File: src/rtl/seq_signed_mult_if.sv
// Handshake bundle for seq_signed_mult: operand channel in, product channel out.
// With SEQ_SIGNED_MULT_ACC_EN defined the bundle also carries acc_clr.
interface seq_signed_mult_if #(
   parameter int WIDTH = 8
);
   logic                 in_valid;
   logic                 in_ready;
   logic [WIDTH-1:0]     a;
   logic [WIDTH-1:0]     b;
   logic                 out_valid;
   logic                 out_ready;
   logic [2*WIDTH-1:0]   out;
`ifdef SEQ_SIGNED_MULT_ACC_EN
   logic                 acc_clr;
`endif

   // producer of operands / consumer of results
   modport master (
      output in_valid, a, b, out_ready,
`ifdef SEQ_SIGNED_MULT_ACC_EN
      output acc_clr,
`endif
      input  in_ready, out_valid, out
   );

   // the multiplier itself
   modport slave (
      input  in_valid, a, b, out_ready,
`ifdef SEQ_SIGNED_MULT_ACC_EN
      input  acc_clr,
`endif
      output in_ready, out_valid, out
   );
endinterface

File: src/rtl/seq_signed_mult.sv
// Iterative signed multiplier, radix-2 Booth, one step per clock.
// Optional running accumulator enabled by defining SEQ_SIGNED_MULT_ACC_EN.
//
// state | meaning
// IDLE  | ready for operands, in_ready=1
// RUN   | WIDTH Booth steps in progress
// DONE  | result registered on out, out_valid=1 until out_ready
module seq_signed_mult #(
   parameter int WIDTH = 8
) (
   input  logic               clk,
   input  logic               rst,
   seq_signed_mult_if.slave   bus
);
   localparam int CNT_W = (WIDTH > 2) ? $clog2(WIDTH) : 1;

   typedef enum logic [1:0] {IDLE, RUN, DONE} state_t;

   state_t               state, state_nxt;
   logic                 in_ready, out_valid;
   logic [WIDTH:0]       m;          // multiplicand, sign-extended by one bit
   logic [WIDTH:0]       part;       // Booth partial accumulator (extra bit for -(-2^(W-1)))
   logic [WIDTH-1:0]     q;          // multiplier, shifted out LSB first
   logic                 q_m1;
   logic [CNT_W-1:0]     count;
   logic [2*WIDTH-1:0]   out_r;
   logic [WIDTH:0]       sum;
   logic [2*WIDTH:0]     shifted;
   logic [2*WIDTH-1:0]   product;
   logic                 last_step;

   assign last_step = (count == CNT_W'(WIDTH-1));

   // state register
   always_ff @(posedge clk or posedge rst) begin
      if (rst) state <= IDLE;
      else     state <= state_nxt;
   end

   // next-state and handshake outputs
   always_comb begin
      state_nxt = state;
      in_ready  = 1'b0;
      out_valid = 1'b0;
      case (state)
         IDLE: begin
            in_ready = 1'b1;
            if (bus.in_valid) state_nxt = RUN;
         end
         RUN: begin
            if (last_step) state_nxt = DONE;
         end
         DONE: begin
            out_valid = 1'b1;
            if (bus.out_ready) state_nxt = IDLE;
         end
         default: state_nxt = IDLE;
      endcase
   end

   // one Booth step: add/sub M by {q0,q-1}, then arithmetic shift right of {part,q}
   always_comb begin
      sum = part;
      case ({q[0], q_m1})
         2'b10:   sum = part - m;
         2'b01:   sum = part + m;
         default: sum = part;
      endcase
   end

   assign shifted = {sum[WIDTH], sum, q[WIDTH-1:1]};
   assign product = shifted[2*WIDTH-1:0];

`ifdef SEQ_SIGNED_MULT_ACC_EN
   logic                 clr_l;
   logic [2*WIDTH-1:0]   acc_total;
   logic [2*WIDTH-1:0]   acc_nxt;

   // running sum wraps modulo 2^(2*WIDTH)
   assign acc_nxt = (clr_l ? '0 : acc_total) + product;

   // accumulator and its clear flag, captured with the operands
   always_ff @(posedge clk or posedge rst) begin
      if (rst) begin
         clr_l     <= 1'b0;
         acc_total <= '0;
      end else if (state == IDLE && bus.in_valid) begin
         clr_l <= bus.acc_clr;
      end else if (state == RUN && last_step) begin
         acc_total <= acc_nxt;
      end
   end
`endif

   // operand capture, Booth iteration and result register
   always_ff @(posedge clk or posedge rst) begin
      if (rst) begin
         m     <= '0;
         part  <= '0;
         q     <= '0;
         q_m1  <= 1'b0;
         count <= '0;
         out_r <= '0;
      end else begin
         case (state)
            IDLE: begin
               if (bus.in_valid) begin
                  m     <= {bus.a[WIDTH-1], bus.a};
                  q     <= bus.b;
                  part  <= '0;
                  q_m1  <= 1'b0;
                  count <= '0;
               end
            end
            RUN: begin
               part  <= shifted[2*WIDTH:WIDTH];
               q     <= shifted[WIDTH-1:0];
               q_m1  <= q[0];
               count <= count + 1'b1;
               if (last_step) begin
`ifdef SEQ_SIGNED_MULT_ACC_EN
                  out_r <= acc_nxt;
`else
                  out_r <= product;
`endif
               end
            end
            default: ;
         endcase
      end
   end

   assign bus.in_ready  = in_ready;
   assign bus.out_valid = out_valid;
   assign bus.out       = out_r;
endmodule
File: src/flat_wrapper.sv
// flat-port wrapper written by rule: the top's interface ports become plain ports
module seq_signed_mult_flat 
#(
   parameter int WIDTH = 8
)
  (clk, rst, bus_in_valid, bus_a, bus_b, bus_out_ready, bus_in_ready, bus_out_valid, bus_out);
  seq_signed_mult_if #(.WIDTH(WIDTH)) bus_i ();
  input  logic clk;
  input  logic rst;
  input wire logic [$bits(bus_i.in_valid)-1:0] bus_in_valid;
  input wire logic [$bits(bus_i.a)-1:0] bus_a;
  input wire logic [$bits(bus_i.b)-1:0] bus_b;
  input wire logic [$bits(bus_i.out_ready)-1:0] bus_out_ready;
  output wire logic [$bits(bus_i.in_ready)-1:0] bus_in_ready;
  output wire logic [$bits(bus_i.out_valid)-1:0] bus_out_valid;
  output wire logic [$bits(bus_i.out)-1:0] bus_out;
  assign bus_i.in_valid = bus_in_valid;
  assign bus_i.a = bus_a;
  assign bus_i.b = bus_b;
  assign bus_i.out_ready = bus_out_ready;
  assign bus_in_ready = bus_i.in_ready;
  assign bus_out_valid = bus_i.out_valid;
  assign bus_out = bus_i.out;
  seq_signed_mult #(.WIDTH(WIDTH)) u_core (.clk(clk), .rst(rst), .bus(bus_i));
endmodule
File: config.mk
export PLATFORM = sky130hd
export DESIGN_NAME = seq_signed_mult_flat
export DESIGN_NICKNAME = d
export VERILOG_FILES = /design/src/rtl/seq_signed_mult_if.sv /design/src/rtl/seq_signed_mult.sv /design/src/flat_wrapper.sv
export SDC_FILE = /design/constraint.sdc
export NUM_CORES = 1
export LEC_CHECK = 0
export CORE_AREA = 5 5 57 110
export DETAILED_ROUTE_END_ITERATION = 16
export DIE_AREA = 0 0 62 115
export GPL_ROUTABILITY_DRIVEN = 0
export MAX_ROUTING_LAYER = met4
export PLACE_DENSITY_LB_ADDON = 0.15
export REMOVE_ABC_BUFFERS = 1
export SYNTH_ARGS = -nofsm -noshare
export SYNTH_HDL_FRONTEND = slang
export SYNTH_SLANG_ARGS = --single-unit
File: constraint.sdc
create_clock -name clk -period 2.41 [get_ports clk]
set_input_delay 0.482 -clock clk [delete_from_list [all_inputs] [get_ports clk]]
set_output_delay 0.482 -clock clk [all_outputs]
set_load 0.01 [all_outputs]
# After elaboration in Yosys (flattened, before gate mapping)
# Index checks and enable logic that the tools add are counted.
[word_totals]
elab_cells = 39
output_inout_bits = 18
reg_bits = 47
inputBits = 20
[classes]
n_mux = 15
eq_ne = 8
add_sub_neg = 3
reduce_logical = 6
[ops]
columns = ["cell", "count"]
rows = [
  ["9-bit case mux with 2 select lines", 2],
  ["8-bit case mux with 2 select lines", 1],
  ["9-bit adder", 1],
  ["9-bit two-way mux", 1],
  ["9-bit subtractor", 1],
  ["8-bit two-way mux", 1],
  ["2-bit two-way mux", 3],
  ["2-bit case mux with 3 select lines", 1],
  ["3-bit case mux with 2 select lines", 1],
  ["2-bit AND reduction", 3],
  ["2-bit by 1-bit == test with 1-bit output (second input constant)", 2],
  ["2-bit == test (second input constant)", 2],
  ["2-bit inequality test (second input constant)", 2],
  ["3-bit by 1-bit adder with 3-bit output (second input constant)", 1],
  ["3-bit == test (second input constant)", 1],
  ["1-bit two-way mux", 3],
  ["3-bit two-way mux", 1],
  ["3-bit AND reduction", 1],
  ["2-bit zero test", 1],
  ["2-bit by 1-bit inequality test with 1-bit output (second input constant)", 1],
  ["1-bit case mux with 2 select lines", 1],
  ["2-bit nonzero test", 1],
]

# Depth between registers and ports, before layout
# Gate-level depths: netlist of run 1.
[logic_depth]
depth_word = 3
ltp_mapped = 11
depth_no_buf = 11

# Worst setup path after synthesis of run 1
# No wires, ideal clock.
[synth_timing]
path_type = "register to register"
startpoint = "register u_core.m[0]"
endpoint = "register u_core.out_r[15], in the netlist u_core.bus.out[15]"
n_path_buf = 0
t_required_ns = 2.326
setup_time_ns = 0.084
path_stages_with_launch = 12
arrival_time_ns = 2.405
path_slack_ns = -0.079
period_less_slack_ns = 2.489
path_cell_list = "dfrtp_1 -> inv_1 -> ha_1 -> nor3b_2 -> a21oi_1 -> xor2_1 -> ha_1 -> nand4_1 -> a211oi_1 -> or4_4 -> a21o_1 -> a41oi_2"
[synth_via]
elab_chain_cells = 2
word_cells_on_any_way = 3
cone_classes = "add/sub: 2; mux: 1"
[synth_rtl]
columns = ["element", "line", "rtl"]
rows = [
  ["from (decl)", "seq_signed_mult.sv:21", "logic [WIDTH:0] m;"],
  ["from (signal assigned)", "seq_signed_mult.sv:108", "m <= {bus.a[WIDTH-1], bus.a};"],
  ["9-bit adder / 9-bit subtractor (equally long branches)", "seq_signed_mult.sv:66, seq_signed_mult.sv:65", ""],
  ["9-bit case mux with 2 select lines (*)", "seq_signed_mult.sv:64", "case ({q[0], q_m1})"],
  ["to (signal assigned)", "seq_signed_mult.sv:124", "out_r <= product;"],
  ["to (decl)", "seq_signed_mult.sv:26", "logic [2*WIDTH-1:0] out_r;"],
]
# Mark *: on every way between the ends. The rest lies on a longest branch, timed or not.
# A chain may end at the register's enable or synchronous reset.

# Worst setup path in the final report of run 1
[layout_timing]
startpoint = "register u_core.m[0]"
endpoint = "register u_core.part[7]"
[layout_via]
elab_chain_cells = 3
word_cells_on_any_way = 4
cone_classes = "add/sub: 2; mux: 2"
[layout_rtl]
columns = ["element", "line", "rtl"]
rows = [
  ["9-bit adder / 9-bit subtractor (equally long branches)", "seq_signed_mult.sv:66, seq_signed_mult.sv:65", ""],
  ["9-bit case mux with 2 select lines (*)", "seq_signed_mult.sv:64", ""],
  ["9-bit case mux with 2 select lines (*)", "seq_signed_mult.sv:105", "case (state)"],
  ["to (signal assigned)", "seq_signed_mult.sv:116", "part <= shifted[2*WIDTH:WIDTH];"],
  ["to (decl)", "seq_signed_mult.sv:22", "logic [WIDTH:0] part;"],
]
# Marked as above.

==> flow_metrics.tcl, run 1 <==
set metrics [dict create \
    area_growth_pct 32.8 \
    r2r_start "u_core.m[0]" \
    synthCells 252 \
    diodes 0 \
    final_cells 372 \
    coreArea_um2 5330 \
    fp.dieH_um 115 \
    seq_area_um2 1150 \
    avgSynthCellArea_um2 9.99 \
    synth.top_cells.by_area "dfrtp_1 46%, ha_1 6.5%, mux2_2 5.8%" \
    synth_area_um2 2520 \
    die_w_um 62 \
    vias 2046 \
    wl_um 6080 \
    numClockSinks 46 \
    dp.cells 360 \
    violations "negative setup slack" \
    ant_nets 0 \
    hpwl_um 4220 \
    clkTransAtPathRegs_ns 0.08 \
    r2r_cells 11 \
    hp-class "flip-flop to flip-flop" \
    rsz0062_at_grt "true" \
    regToRegSetupSlack_ns -0.18 \
    synth_top_area_cell "dfrtp_1" \
    r2r-end "u_core.part[7]" \
    fmax_ghz 0.386 \
    synthArstFlopShare_pct 100 \
    track_usage_pct 18.7 \
    antenna_found_initial 0 \
    ios 38 \
    layout_common_cells "46 x dfrtp_1, 37 x clkdlybuf4s50_1, 32 x nand2_1" \
    htree_levels 2 \
    initial_core_util_pct 47.3 \
    hold_viol_final 0 \
    max_cap_viol_count 0 \
    post-route-period-util_pct 107 \
    path_max_fanout 4 \
    grt_max_degree 47 \
    synth-main-ff-cell "dfrtp_1" \
    avgViaCountPerCell 5.50 \
    rows 38 \
    ys_ff_latch 46 \
    layout-drive-gt1-share_pct 23.7 \
    finalSetupViolations 4 \
    wl_per_cell_um 16.3 \
    synth-seq-area-share_pct 45.7 \
    required_ns 2.64 \
    worstMarginPinSlew_ns 0.776 \
    cts_made_buffers 5 \
    clk_latency_ns 0.31 \
    ys_types 42 \
    cts_root_buf "clkbuf_8" \
    slew_violations 0 \
    cts_tree "done" \
    finalClockSkew_ns 0.0111 \
    overflow 0 \
    clk_path_buf_depth 2 \
    final_common_cell "dfrtp_1" \
    fin_util_pct 62.8 \
    startpoint_type "flip-flop" \
    final_nets 345 \
    grt_pass1_wl_um 9740 \
    grt_pass1_vias 2137 \
    hold-path-endpoint "u_core.bus.out[9]" \
    path_class "flip-flop to flip-flop" \
    hold_path_depth 2 \
    finalSetupTns_ns -0.502 \
    multi_input_area_um2 1390 \
    n_fill_cell 452 \
    placed_area_um2 3070 \
    first_pass_iters 4 \
    post-route-min-period_ns 2.59 \
    dieArea_um2 7130 \
    yosysWarnings 0 \
    slew_headroom_pct 48.3 \
    drc 0 \
    port_buffers 37 \
    worstHoldStart "u_core.bus.out[9]" \
    synth_top_area_share_pct 45.7 \
    fin_ws_ns -0.177 \
    synth_edf_count 0 \
    worstPathArrival_ns 2.82 \
    cp-end-kind "flip-flop" \
    dr.first_iter.drc_count 46 \
    fin_area_um2 3350 \
    status "complete, but fails checks" \
]
-- registers in the layout, summed over array words and instances (netlist names) --
name	cells
u_core.m	8
u_core.count	3
u_core.q_m1	1
u_core.part	8
u_core.q	8
u_core.state	2
u_core.bus.out	16
-- worst max-delay path by stage --
stage                      from            endpoint  slack [ns]  cells after the start
floorplan           u_core.m[0]  u_core.bus.out[15]       -0.08                     11
finish              u_core.m[0]      u_core.part[7]       -0.18                     11
CTS                 u_core.m[1]  u_core.bus.out[15]       -0.15                     11
global placement    u_core.q[0]  u_core.bus.out[15]       -0.12                     10
global route        u_core.m[0]  u_core.bus.out[15]       -0.28                     11
detailed placement  u_core.q_m1  u_core.bus.out[15]       -0.20                      9
-- synthesized netlist by cell type (all sizes together) (2+ instances only) --
library cell / number
o21bai: 2
nand2b: 3
a21oi: 11
xor2: 9
buf: 3
o21a: 2
clkbuf: 8
nand4: 3
nor2: 16
o21ai: 27
xnor2: 2
dfrtp: 46
nor3: 6
a21o: 2
a31oi: 4
o31ai: 3
inv: 11
nand3: 8
mux2i: 13
ha: 13
mux2: 13
nand2: 32
a22o: 2
-- layout make-up --
cell class	count	share of cell area (%)
Multi-Input combinational cell	183	41.6
Sequential cell	46	34.4
Timing Repair Buffer	63	17.1
Tap cell	60	2.24
Clock buffer	6	2.17
Inverter	12	1.35
Clock inverter	2	1.12
-- worst max-delay path, stage by stage, from the launching register on --
cell     delay [ns]
dfrtp_1        0.39
inv_1          0.08
ha_2           0.18
nor3b_4        0.24
a21oi_2        0.09
xor2_1         0.16
ha_1           0.21
a21oi_1        0.18
o21ai_2        0.08
or4_4          0.54
a211o_1        0.27
o21ai_1        0.07
-- cell families after synthesis --
logic type | after synthesis | synth area share, %
DFF | 46 | 45.7
muxes | 26 | 11.0
adders and majority gates | 14 | 7.25
and+or+nand+nor | 73 | 13.6
AOI/OAI and AO/OA | 59 | 14.4
xor gates and xnor gates | 11 | 3.83
buffers and inverters | 23 | 4.32
-- metrics by stage --
step / worst slack (ns) / hold slack [ns]
after floorplan: -0.0787 / 0.456
after global placement: -0.121 / 0.461
after detailed placement: -0.202 / 0.469
after CTS: -0.145 / 0.489
after global routing: -0.281 / 0.527
final: -0.177 / 0.479
-- layer usage --
layer  vias up  GRT usage, %  part of all wire [%]
met4         0          7.37                   2.2
met5         -             -                     0
met2        44          31.4                    56
met3        11          3.15                   3.2
li1       1002             -                     -
met1       989          21.2                    39
-- repair_timing --
action / CTS / global route
gates resized for setup: 8 / 26
hold buffers: 0 / 0
endpoints found under the setup margin: 11 / 12
setup buffers: 0 / 4
pin swaps: 5 / 18
hold endpoints to repair: 0 / 0
Power of run 1 is not shown: default switching activity piles up to over one toggle a cycle in this logic, so the estimate is an artifact.
==> run 2: changes to the inputs <==
Settings changed: CTS_CLUSTER_DIAMETER set to 80.
==> results of run 2 <==
The final DEF is identical to that of run 1; final timing and power are the same.
Power of run 2 is left out for the same reason.
==> run 3: changes to the inputs <==
Settings changed: MAX_ROUTING_LAYER met4 to unset, SLEW_MARGIN set to 20.
==> run 3 against run 2 <==
The run still ends with negative setup slack left. Via count is 0.34% lower. Routed wire length decreased by 0.43%. Clock skew down 0.0016 ns. Sequential share of layout area about the same. Non-clock buffer count did not move. Register-to-register slack about the same. Cell count unchanged. First-iteration DRC count is 30% higher. Setup slack got worse by 0.00096 ns. Critical endpoint unchanged. Largest cell class unchanged. Highest routed layer unchanged.
==> flow_metrics.tcl, run 3 (synthesized netlist as in run 1, its figures left out) <==
set metrics [dict create \
    grt_pass1_vias 2134 \
    finalClockSkew_ns 0.00958 \
    rows 38 \
    placed_area_um2 3070 \
    coreArea_um2 5330 \
    ios 38 \
    n_fill_cell 450 \
    slew_headroom_pct 48.6 \
    ant_nets 0 \
    max_cap_viol_count 0 \
    regToRegSetupSlack_ns -0.18 \
    numClockSinks 46 \
    fin_area_um2 3340 \
    slew_violations 0 \
    antenna_found_initial 0 \
    final_nets 345 \
    first_pass_iters 4 \
    fmax_ghz 0.386 \
    hold_viol_final 0 \
    fin_util_pct 62.8 \
    cp-end-kind "flip-flop" \
    dr.first_iter.drc_count 60 \
    required_ns 2.64 \
    status "complete, but fails checks" \
    track_usage_pct 18.2 \
    hpwl_um 4220 \
    grt_max_degree 47 \
    die_w_um 62 \
    port_buffers 37 \
    clkTransAtPathRegs_ns 0.09 \
    layout-drive-gt1-share_pct 23.7 \
    startpoint_type "flip-flop" \
    vias 2039 \
    worstPathArrival_ns 2.82 \
    clk_latency_ns 0.31 \
    cts_made_buffers 5 \
    fp.dieH_um 115 \
    fin_ws_ns -0.178 \
    htree_levels 2 \
    path_class "flip-flop to flip-flop" \
    post-route-period-util_pct 107 \
    worstMarginPinSlew_ns 0.771 \
    largest_reg_flops 16 \
    dieArea_um2 7130 \
    violations "negative setup slack" \
    final_common_cell "dfrtp_1" \
    wl_um 6060 \
    wl_per_cell_um 16.3 \
    avgViaCountPerCell 5.48 \
    overflow 0 \
    cts_root_buf "clkbuf_8" \
    finalSetupViolations 3 \
    rsz0062_at_grt "true" \
    hold_buffers 0 \
    clk_path_buf_depth 2 \
    layout_common_cells "46 x dfrtp_1, 37 x clkdlybuf4s50_1, 32 x nand2_1" \
    diodes 0 \
    initial_core_util_pct 47.3 \
    cts_tree "done" \
    drc 0 \
    hp-class "flip-flop to flip-flop" \
    grt_pass1_wl_um 9780 \
    area_growth_pct 32.7 \
    post-route-min-period_ns 2.59 \
    path_max_fanout 4 \
]
run 3: routing by layer:
| metal | vias to the layer above | global-route usage [%] | part of all wire, % |
|---|---|---|---|
| met4 | 0 | 7.37 | 2.8 |
| met1 | 980 | 21.4 | 40 |
| li1 | 1001 | - | - |
| met3 | 15 | 3.15 | 3.2 |
| met2 | 43 | 31.3 | 54 |
| met5 | - | 0 | 0 |
run 3: metrics by stage:
| step | TNS (ns) | hold slack, ns | cells | worst slack [ns] |
|---|---|---|---|---|
| 2_1_floorplan | -0.128 | 0.456 | 241 | -0.0787 |
| 3_3_place_gp | -0.328 | 0.461 | 360 | -0.121 |
| 3_5_place_dp | -0.571 | 0.469 | 360 | -0.202 |
| 4_1_cts | -0.343 | 0.489 | 368 | -0.145 |
| 5_1_grt | -0.980 | 0.527 | 372 | -0.279 |
| 6_report | -0.493 | 0.480 | 372 | -0.178 |
run 3: worst paths after layout:
kind | startpoint | to | depth (start not counted)
min in group asynchronous | rst | u_core.bus.out[3] | 3
worst max register to register | u_core.m[0] | u_core.part[7] | 11
worst max-delay path | u_core.m[0] | u_core.part[7] | 11
worst min register to register | u_core.bus.out[9] | u_core.bus.out[9] | 2
max in group asynchronous | rst | u_core.m[4] | 3
worst min-delay path | u_core.bus.out[9] | u_core.bus.out[9] | 2
run 3: worst max-delay path, cell delays in order, from the launching register on:
cell     delay, ns
dfrtp_1       0.40
inv_1         0.08
ha_2          0.19
nor3b_4       0.24
a21oi_2       0.09
xor2_1        0.16
ha_1          0.21
a21oi_1       0.18
o21ai_2       0.08
or4_4         0.54
a211o_1       0.27
o21ai_1       0.07
run 3: repair_timing:
action                                  CTS  global route
resized for setup                         8            25
pin swaps                                 5            19
gates cloned                              0             0
buffers inserted                          0             4
endpoints found under the setup margin   11            12
endpoints found under the hold margin     0             0
run 3: area by class of cell:
class                      instances  area [µm²]  area share (%)
clock buffer                       6        72.6            2.17
timing repair buffer              63         569            17.0
multi-input combinational        183        1390            41.6
inverter                          12        45.0            1.35
clock inverter                     2        37.5            1.12
sequential                        46        1150            34.4
tap                               60        75.1            2.25
Power of run 3 is left out for the same reason.
==> patch 1: new RTL, settings of run 2 <==
`WIDTH` is set to 8 in 3 places; all go to 4.
--- a/src/rtl/seq_signed_mult_if.sv
+++ b/src/rtl/seq_signed_mult_if.sv
@@ -3,3 +3,3 @@
 interface seq_signed_mult_if #(
-   parameter int WIDTH = 8
+   parameter int WIDTH = 4
 );
--- a/src/rtl/seq_signed_mult.sv
+++ b/src/rtl/seq_signed_mult.sv
@@ -8,3 +8,3 @@
 module seq_signed_mult #(
-   parameter int WIDTH = 8
+   parameter int WIDTH = 4
 ) (
--- a/src/flat_wrapper.sv
+++ b/src/flat_wrapper.sv
@@ -3,3 +3,3 @@
 #(
-   parameter int WIDTH = 8
+   parameter int WIDTH = 4
 )
Ports: changed (resized bus_a, bus_b and bus_out); port bits go from 38 to 22. The function was not compared with the original's and may differ.
==> patch 1 against run 2 <==
Worst hold slack better by 12 ps. Global-route usage is 9.5 points lower. Routed wire length is 53% lower. Setup slack better by 270 ps. Critical path depth is 2 lower. Cell area is 48% lower. Non-clock buffer count is 29 lower. Synthesized area is 48% lower. Sequential cell count is 21 lower. Count of clock-buffer cells in the layout is 3 lower. Die area stayed put. Critical endpoint is now u_core.part[3].
==> patch 1: results (changes against run 2) <==
multi-input combinational area share 37.8% (-3.8 points); Post-CTS Setup Bufs 1 (+1); Post-synth top cells dfrtp_1, nand2_1, o21ai_1; Synth Area in Compound Gates 14.2% (-0.18 points); status complete, no violations; CLK BUF 3 (-3); Non-CTS buffers 34 (-46%); placed cell area 0.00165 sq mm (-46%); clk_skew 7.82 ps (-3.31 ps); initial drt markers 10 (-78%); max reg flops 8 (-8); Crit path arrival time 2520 ps (-300 ps); sequential share of cell area 36.0% (+1.6 points); clk_lat worst skew 270 ps (-40 ps); share of cells above drive strength 1 16.0% (-7.7 points); HPWL Detailed 2110 um (-50%); CTS resizes 4 (-4); Clock-cell share 2.81% (-0.48 points); Via density 4.34 (-21%); Cells after DPL 217 (-40%); Synth Area in XOR/XNOR 3.35% (-0.47 points); total number of vias 963 (-53%); Area contributors post-synth dfrtp_1, ha_1, nand2_1; sequential-to-total area share from yosys stat 47.9% (+2.2 points); Port-buffer cells 21 (-43%); final core utilization 32.6% (-30 points); largest net degree at the start of global routing 26 (-45%); Multi-In Gates 93 (-49%); num sequential 25 (-46%); Non-clock inverters 6 (-6); routed len/inst 12.8 um (-22%); Pre-antenna DRT Iters 3 (-1); global-route wire length before repair 4770 um (-51%); DP Worst Slack -36.3 ps (+166 ps)
## patch 1: final timing paths
| path | slack [ps] | to | cells after the start | startpoint |
|---|---|---|---|---|
| max | 90 | u_core.part[3] | 9 | u_core.q[0] |
| min | 490 | u_core.count[0] | 1 | u_core.count[0] |
| max reg2reg | 90 | u_core.part[3] | 9 | u_core.q[0] |
| min reg2reg | 490 | u_core.count[0] | 1 | u_core.count[0] |
| max in group asynchronous | 1590 | u_core.m[2] | 3 | rst |
| min in group asynchronous | 570 | u_core.bus.out[3] | 3 | rst |
## patch 1: power by group through the flow
stage	Combinational [mW]	Clock, mW	Sequential, mW
finish	1.61	0.262	0.755
global route	1.81	0.296	0.791
CTS	1.63	0.279	0.758
detailed placement	1.54	0	0.767
global placement	1.54	0	0.761
floorplan	0.970	0	0.766
## patch 1: metal layers
layer	GRT usage (%)	up-vias	wire [um]
li1	-	506	-
met1	11.4	441	1240
met2	14.5	14	1470
met3	1.46	2	104
met4	3.40	0	24
met5	-	-	0
==> patch 2: new RTL, config.mk and constraints of run 2 <==
Without the edit above. Re-encode `state_t` (3 states) as one-hot, 3 bits wide.
--- a/src/rtl/seq_signed_mult.sv
+++ b/src/rtl/seq_signed_mult.sv
@@ -16,3 +16,3 @@
 
-   typedef enum logic [1:0] {IDLE, RUN, DONE} state_t;
+   typedef enum logic [2:0] {IDLE = 3'b001, RUN = 3'b010, DONE = 3'b100} state_t;
 
Check against the original RTL: no difference found for any inputs over 4 cycles, from zero or initial values and one cycle with rst high; so few cycles prove little.
==> patch 2 against run 2 <==
The flow still finishes with violations (negative setup slack). Core utilization increased by 2.1 points. Cell area increased by 3.3%. Synthesized area increased by 1.3%. Setup slack improved by 78 ps. Synthesized cell count decreased by 1.2%. Critical path type unchanged. Global-route usage decreased by 0.11 points. Highest routed layer unchanged. Count of clock-buffer cells in the layout unchanged. Non-clock buffer count increased by 4. Routed wire length decreased by 5.2%. Largest cell class unchanged. Sequential cell count increased by 1.
==> patch 2: results (changes against run 2) <==
Post-synth top cells dfrtp_1, o21ai_0, nand2_1; Clock-cell share 2.57% (-0.72 points); Synth Cell Area 0.00255 sq mm (+1.3%); multi-input logic area 0.00147 sq mm (+5.4%); Cells after DPL 363 (+0.83%); Yosys cell types 45 (+7.1%); largest net degree at the start of global routing 48 (+2.1%); sequential-to-total area share from yosys stat 46.1% (+0.42 points); failing checks negative setup slack; cells after synthesis 249 (-1.2%); Final Setup Violations 7 (+3); gr usage total 18.6% (-0.11 points); Synth Area in XOR/XNOR 3.43% (-0.39 points); placed cell area 0.00315 sq mm (+2.8%); Post-CTS Setup Bufs 1 (+1); status complete, but fails checks; final worst-path setup slack -99.2 ps (+78.3 ps); num sequential 47 (+2.2%); critical path endpoint u_core.bus.out[15]; routed len/inst 15.4 um (-5.7%); DRT Wirelength 5770 um (-5.2%); critical path's largest stage delay 500 ps (-40 ps); met1 Track Usage GR 23.9% (+2.8 points); total number of vias 2042 (-0.20%); Non-CTS buffers 67 (+6.3%); HPWL Detailed 4170 um (-1.2%)
-- patch 2: worst min-delay path by stage --
stage | start | endpoint | slack [ps] | depth (start not counted)
after floorplan | u_core.q_m1 | u_core.q_m1 | 460 | 2
after global placement | u_core.bus.out[11] | u_core.bus.out[11] | 470 | 2
after detailed placement | u_core.bus.out[14] | u_core.bus.out[14] | 470 | 2
after CTS | u_core.bus.out[14] | u_core.bus.out[14] | 500 | 2
after global routing | u_core.bus.out[14] | u_core.bus.out[14] | 530 | 2
final | u_core.bus.out[14] | u_core.bus.out[14] | 490 | 2
-- patch 2: where the power goes --
part	internal, mW	switching, mW
sequential	1.01	0.220
clock	0.209	0.280
combinational	1.31	1.28
total	2.53	1.77
-- patch 2: through the flow --
step                      hold WS [ps]  setup WS, ps  TNS (ps)
after floorplan                    456          -156      -460
after global placement             468          -242     -1070
after detailed placement           472          -341     -1520
after CTS                          498          -136      -453
after global routing               534          -263     -1750
final                              489         -99.2      -453
